$ cat config.mk
export PLATFORM = sky130hd
export DESIGN_NAME = mul_xbit_shift
export DESIGN_NICKNAME = d
export VERILOG_FILES = /design/src/rtl/mul_xbit_shift.sv
export SDC_FILE = /design/constraint.sdc
export NUM_CORES = 1
export LEC_CHECK = 0
export BUFFER_PORTS_ARGS = -buffer_cell sky130_fd_sc_hd__buf_2
export CORE_MARGIN = 1.5
export CORE_UTILIZATION = 53
export CTS_BUF_LIST = sky130_fd_sc_hd__clkbuf_4 sky130_fd_sc_hd__clkbuf_8 sky130_fd_sc_hd__clkbuf_16
export CTS_CLUSTER_SIZE = 16
export DETAILED_ROUTE_END_ITERATION = 16
export PLACE_DENSITY = 0.86
export SLEW_MARGIN = 10
export SYNTH_ARGS = -nofsm -noshare
export SYNTH_HDL_FRONTEND = slang
export SYNTH_SLANG_ARGS = --single-unit
$ cat constraint.sdc
create_clock -name i_clk -period 2.59 [get_ports i_clk]
set_input_delay 0.518 -clock i_clk [delete_from_list [all_inputs] [get_ports i_clk]]
set_output_delay 0.518 -clock i_clk [all_outputs]
set_load 0.1 [all_outputs]
$ cat src/rtl/mul_xbit_shift.sv
// mul_xbit_shift: multi-cycle unsigned shift-and-add multiplier with valid/ready handshakes.
// Optional early termination when MUL_XBIT_SHIFT_EARLY_EN is defined.
module adder_xbit_ahead #(
    parameter int DATA_WIDTH = 4
) (
    input  logic [DATA_WIDTH-1:0] i_num_a,
    input  logic [DATA_WIDTH-1:0] i_num_b,
    input  logic                  i_cry,
    output logic [DATA_WIDTH-1:0] o_res,
    output logic                  o_cry
);
    logic [DATA_WIDTH-1:0] g, p;
    logic                  cy;
    assign g = i_num_a & i_num_b;
    assign p = i_num_a ^ i_num_b;
    always_comb begin
        cy = i_cry;
        o_res = '0;
        for (int i = 0; i < DATA_WIDTH; i++) begin
            o_res[i] = p[i] ^ cy;
            cy = g[i] | (p[i] & cy);
        end
        o_cry = cy;
    end
endmodule

module mul_xbit_shift #(
    parameter int DATA_WIDTH = 4
) (
    input  logic                    i_clk,
    input  logic                    i_rst,
    input  logic                    i_valid,
    output logic                    o_ready,
    input  logic [DATA_WIDTH-1:0]   i_num_a,
    input  logic [DATA_WIDTH-1:0]   i_num_b,
    output logic                    o_valid,
    input  logic                    i_ready,
    output logic [2*DATA_WIDTH-1:0] o_res,
    output logic                    o_busy
);
    localparam int CNT_WIDTH = $clog2(DATA_WIDTH) + 1;
    typedef enum logic [1:0] {IDLE, CALC, DONE} state_t;
    state_t state, state_nxt;
    logic [DATA_WIDTH-1:0]   hi, lo, mcand, addend, sum;
    logic                    cry, fin;
    logic [CNT_WIDTH-1:0]    cnt;
    logic [2*DATA_WIDTH-1:0] res, res_nxt;
    assign addend = lo[0] ? mcand : '0;
    adder_xbit_ahead #(.DATA_WIDTH(DATA_WIDTH)) u_add (
        .i_num_a(hi),
        .i_num_b(addend),
        .i_cry  (1'b0),
        .o_res  (sum),
        .o_cry  (cry)
    );
`ifdef MUL_XBIT_SHIFT_EARLY_EN
    // lo[cnt-1:0] still holds the unconsumed multiplier bits
    logic early;
    assign early   = (lo & ~({DATA_WIDTH{1'b1}} << cnt)) == '0;
    assign fin     = early || cnt == CNT_WIDTH'(1);
    assign res_nxt = early ? {hi, lo} >> cnt : {cry, sum, lo[DATA_WIDTH-1:1]};
`else
    assign fin     = cnt == CNT_WIDTH'(1);
    assign res_nxt = {cry, sum, lo[DATA_WIDTH-1:1]};
`endif
    always_ff @(posedge i_clk or posedge i_rst) begin
        if (i_rst) state <= IDLE;
        else       state <= state_nxt;
    end
    always_comb begin
        state_nxt = state;
        case (state)
            IDLE:    state_nxt = i_valid ? CALC : IDLE;
            CALC:    state_nxt = fin ? DONE : CALC;
            DONE:    state_nxt = i_ready ? IDLE : DONE;
            default: state_nxt = IDLE;
        endcase
    end
    always_ff @(posedge i_clk or posedge i_rst) begin
        if (i_rst) begin
            hi    <= '0;
            lo    <= '0;
            mcand <= '0;
            cnt   <= '0;
            res   <= '0;
        end else if (state == IDLE && i_valid) begin
            hi    <= '0;
            lo    <= i_num_b;
            mcand <= i_num_a;
            cnt   <= CNT_WIDTH'(DATA_WIDTH);
        end else if (state == CALC) begin
            {hi, lo} <= {cry, sum, lo[DATA_WIDTH-1:1]};
            cnt      <= cnt - 1'b1;
            if (fin) res <= res_nxt;
        end
    end
    assign o_ready = state == IDLE;
    assign o_busy  = state == CALC;
    assign o_valid = state == DONE;
    assign o_res   = res;
endmodule

# After elaboration in Yosys (flattened, before gate mapping)
# Index checks and enable logic that the tools add are counted.
# W data, S select, Z words.
# totals
register_bits	25
in_bits	12
output_inout_bits	11
elab_cells	37
# op_classes
n_addsub	1
eq_ne	3
mux	11
n_bitwise	12
reduce_logical	4
# ops
op	count
$mux W4	5
$mux W3	2
$pmux W2 S3	1
$and A4 B4 Y4	1
$mux W2	2
$xor A4 B4 Y4	1
$and A1 B1 Y1	3
$eq A3 B1 Y1 const B	1
$or A1 B1 Y1	3
$reduce_and A3 Y1	1
$sub A3 B1 Y3 const B	1
$xor A1 B1 Y1	3
$eq A2 B1 Y1 const B	1
$eq A2 B2 Y1 const B	1
$logic_not A2 Y1	1
$reduce_bool A2 Y1	1
$logic_and A1 B1 Y1	1
$mux W1	1
$not A1 Y1	1

# Logic depth before layout (Yosys ltp)
# logic_depth
ltp_word	10
mapped_depth	9
depth_no_buf	9

# Modules after synthesis
# Synthesis repeated with hierarchy kept, for this count alone.
# hier_totals
cells_unflattened	97
area_unflattened_um2	1217.4
# modules_own_cells
module	n_inst	cells_per_inst	area_each_um2	seq_area_each_um2
mul_xbit_shift	1	83	1099.8	625.6
adder_xbit_ahead	1	14	117.6	0.0

# Worst setup path after synthesis
# No wires, ideal clock.
# synth_path
path_type	reg2out
startpoint	register state[1]
endpoint	output o_valid
t_arrival_ns	1.958
required_ns	2.072
slack_ns	0.114
stages_incl_launch_ff	3
n_path_buf	1
cell_sequence	dfrtp_1 -> buf_2 -> nor2b_1
# synth_via
elab_chain_len	1
# synth_lines
element	line	text
start, declared	43	state_t state, state_nxt;
start signal, assigned	68	else state <= state_nxt;
$eq A2 B2 Y1	99	assign o_valid = state == DONE;
end, declared	36	output logic o_valid,
# Every way passes these cells.

# Worst setup path after layout
# layout_path
startpoint	register state[0]
endpoint	output o_busy
# layout_via
elab_chain_len	1
# layout_lines
element	line	text
$eq A2 B1 Y1	98	assign o_busy = state == CALC;
end, declared	39	output logic o_busy
# Every way passes these cells.

==> summary.md <==
| Metric | Value |
|---|---|
| Maximum Capacitance Violations | `0` |
| Largest stage delay on the critical path | `0.68 ns` |
| GRT Overall Usage | `19.1%` |
| Synth warn | `0` |
| Worst flop-to-flop path startpoint | `lo[0]` |
| Cell Area, Synth | `roughly 0.0012 mm²` |
| GPL Wtd Cong | `a little under 0.8` |
| Worst setup path start | `state[0]` |
| Diode count | `0` |
| Status | `complete, no violations` |
| Clock Root Buffer | `clkbuf_4` |
| CTS Buffer Depth | `2` |
| Slew HR | `38.2%` |
| Slew @ Worst Pin | `0.926 ns` |
| Setup WS pre-CTS | `0.470 ns` |
| Die Span X | `50.8 µm` |
| Data arrival, critical path | `1.87 ns` |
| Initial Utilization | `between 50% and 60%` |
| Unique cell type count in the Yosys netlist | `26` |
| IO Port Bufs | `22` |
| Crit path cell chain | `nand2b_1 -> inv_2 -> buf_2` |
| Post-synthesis sequential area ratio | `between 50% and 60%` |
| Slew Limit Fails | `0` |
| Clock sink total | `25` |
| H-tree depth | `1` |
| DIE HEIGHT | `50.8 µm` |
| CTS buffer count | `3` |
| Tcrit/Tclk final | `92.0%` |
| First-pass GRT wire length | `3.56 mm` |
| Fraction of final layout cells sized beyond drive strength 1 | `27.3%` |
| Slowest-stage cell, CP | `dfrtp_1` |
| Worst setup path class | `reg -> out` |
| Final-report hold violation count | `0` |
| Setup crit end kind | `output port` |
| DIE AREA | `0.00258 mm²` |
| Post-CTS Setup Bufs | `0` |
| Gr ovfl total | `0` |
| Avg WL per Cell | `around 14 µm` |
| Critical path required time | `2.07 ns` |
| Antenna violations before repair | `0` |
| Fin Setup TNS | `0 ns` |
| FMAX | `420 MHz` |
| Setup slack after layout | `0.207 ns` |
| Most common cell after layout, fill and taps aside | `dfrtp_1` |
| Unrepaired setup endpoints after global routing | `false` |
| Tmin final | `about 2.4 ns` |
| Worst Path Max Fanout | `16` |
| PostCTS Resize Cnt | `0` |
| Placed wire-length estimate | `1.54 mm` |
| Commonest cells after routing, fill and taps aside | `25 x dfrtp_1, 22 x buf_2, 17 x inv_1, 9 x mux2_1, 5 x nor2_1` |
| Register clock-pin slew on the reported worst setup and hold paths | `0.14 ns` |
| Clk_lat worst skew | `0.33 ns` |
| Vias in the first global route | `between 800 and 900` |
| Yosys reg bits | `25` |
| Area Overhead vs Synth | `13.0%` |
| CP Launch Type | `register` |
| Worst Clk Skew | `slightly below 0.008 ns` |
| Vias | `803` |
| CTS tree | `yes` |
| Via density | `5.39` |
| Post-synth net total | `approximately 120` |
| Final core occ | `62.4%` |
| Hold Path Class | `in -> async` |
| Iteration-0 DRC count of the detailed router | `7` |
| Drc violations | `0` |
| Syn Area/Cell | `between 10 and 15 µm²` |
| I/O pins | `23` |
| Iteration count of the initial detailed-routing pass | `4` |
| Final setup fails | `0` |
| Largest net degree at the start of global routing | `26` |
| Nets | `140` |
| Row Count | `17` |
| Core area | `between 0.002 and 0.0025 mm²` |
| Gate Count Post-Synth | `98` |
| Post-route ant nets | `0` |
| Cts hold-fix bufs | `0` |
| Detailed Route WL | `roughly 2.1 mm` |
worst paths after layout:
check                            to  slack, ns  depth (start not counted)
min in group i_clk         mcand[1]       0.39                          2
max reg2reg                   hi[2]       0.45                          9
max in group asynchronous    cnt[0]       1.66                          2
min reg2reg                o_res[1]       0.50                          1
max                          o_busy       0.21                          3
min                        mcand[0]       0.37                          2
area by class of cell:
cell class / instances / area [µm²]
clock buffers: 3 / 22.5
clock inverters: 1 / 5.00
fillers: 169 / 825
inverters: 18 / 67.6
multi-input cells: 51 / 493
flip-flops and latches: 25 / 626
well taps: 28 / 35.0
repair buffers: 23 / 118
worst max-delay path, delay by kind of cell (launching register included):
| kind | cells | cell delay (ns) |
|---|---|---|
| flops | 1 | 0.68 |
| simple gates | 1 | 0.27 |
| buf+inv | 2 | 0.59 |
cells in the mapped netlist:
library cell	number	area share, %
a21o_1	1	0.62
a221oi_1	2	1.4
a221oi_2	3	3.7
a22o_1	1	0.72
a31oi_1	1	0.52
and2_1	3	1.6
and4bb_1	1	1.0
buf_2	3	1.2
buf_4	1	0.62
dfrtp_1	25	52
fa_1	3	5.0
ha_1	3	3.1
inv_1	17	5.3
inv_2	1	0.31
mux2_1	9	8.4
mux2_2	1	0.93
mux2i_1	3	2.5
nand2_1	2	0.62
nand2b_1	1	0.52
nor2_1	5	1.6
nor2b_1	1	0.52
nor3b_1	1	0.62
nor3b_2	1	1.0
nor4b_1	4	2.9
o21bai_1	1	0.62
o2bb2ai_1	4	2.9
registers in the layout, indices dropped and copies added (netlist names):
signal and count:
state 2, lo 4, mcand 4, cnt 3, o_res 8, hi 4
layer usage:
metal	wire, µm	global-route usage, %	part of all wire (%)
met4	44	9.46	2.1
met3	65	2.68	3.1
met5	0	0	0
met2	1040	32.5	50
met1	939	23.7	45
cells by family after synthesis:
| family | after synthesis | share of synthesized area, % |
|---|---|---|
| AOI/OAI and AO/OA | 13 | 10.6 |
| adders and majority gates | 6 | 8.08 |
| buffers and inverters | 22 | 7.45 |
| DFF | 25 | 51.8 |
| muxes | 13 | 11.8 |
| and+or+nand+nor | 19 | 10.4 |
metrics by stage:
stage	hold slack (ns)	instances	instance area [µm²]
after global routing	0.371	149	1370
after CTS	0.390	149	1370
final	0.366	149	1370
after detailed placement	0.467	145	1340
after global placement	0.462	145	1340
after floorplan	0.450	98	1210
Power is left out: the tool's default activity adds up to more than one toggle a clock period on the data nets, which glitch-free logic cannot reach.
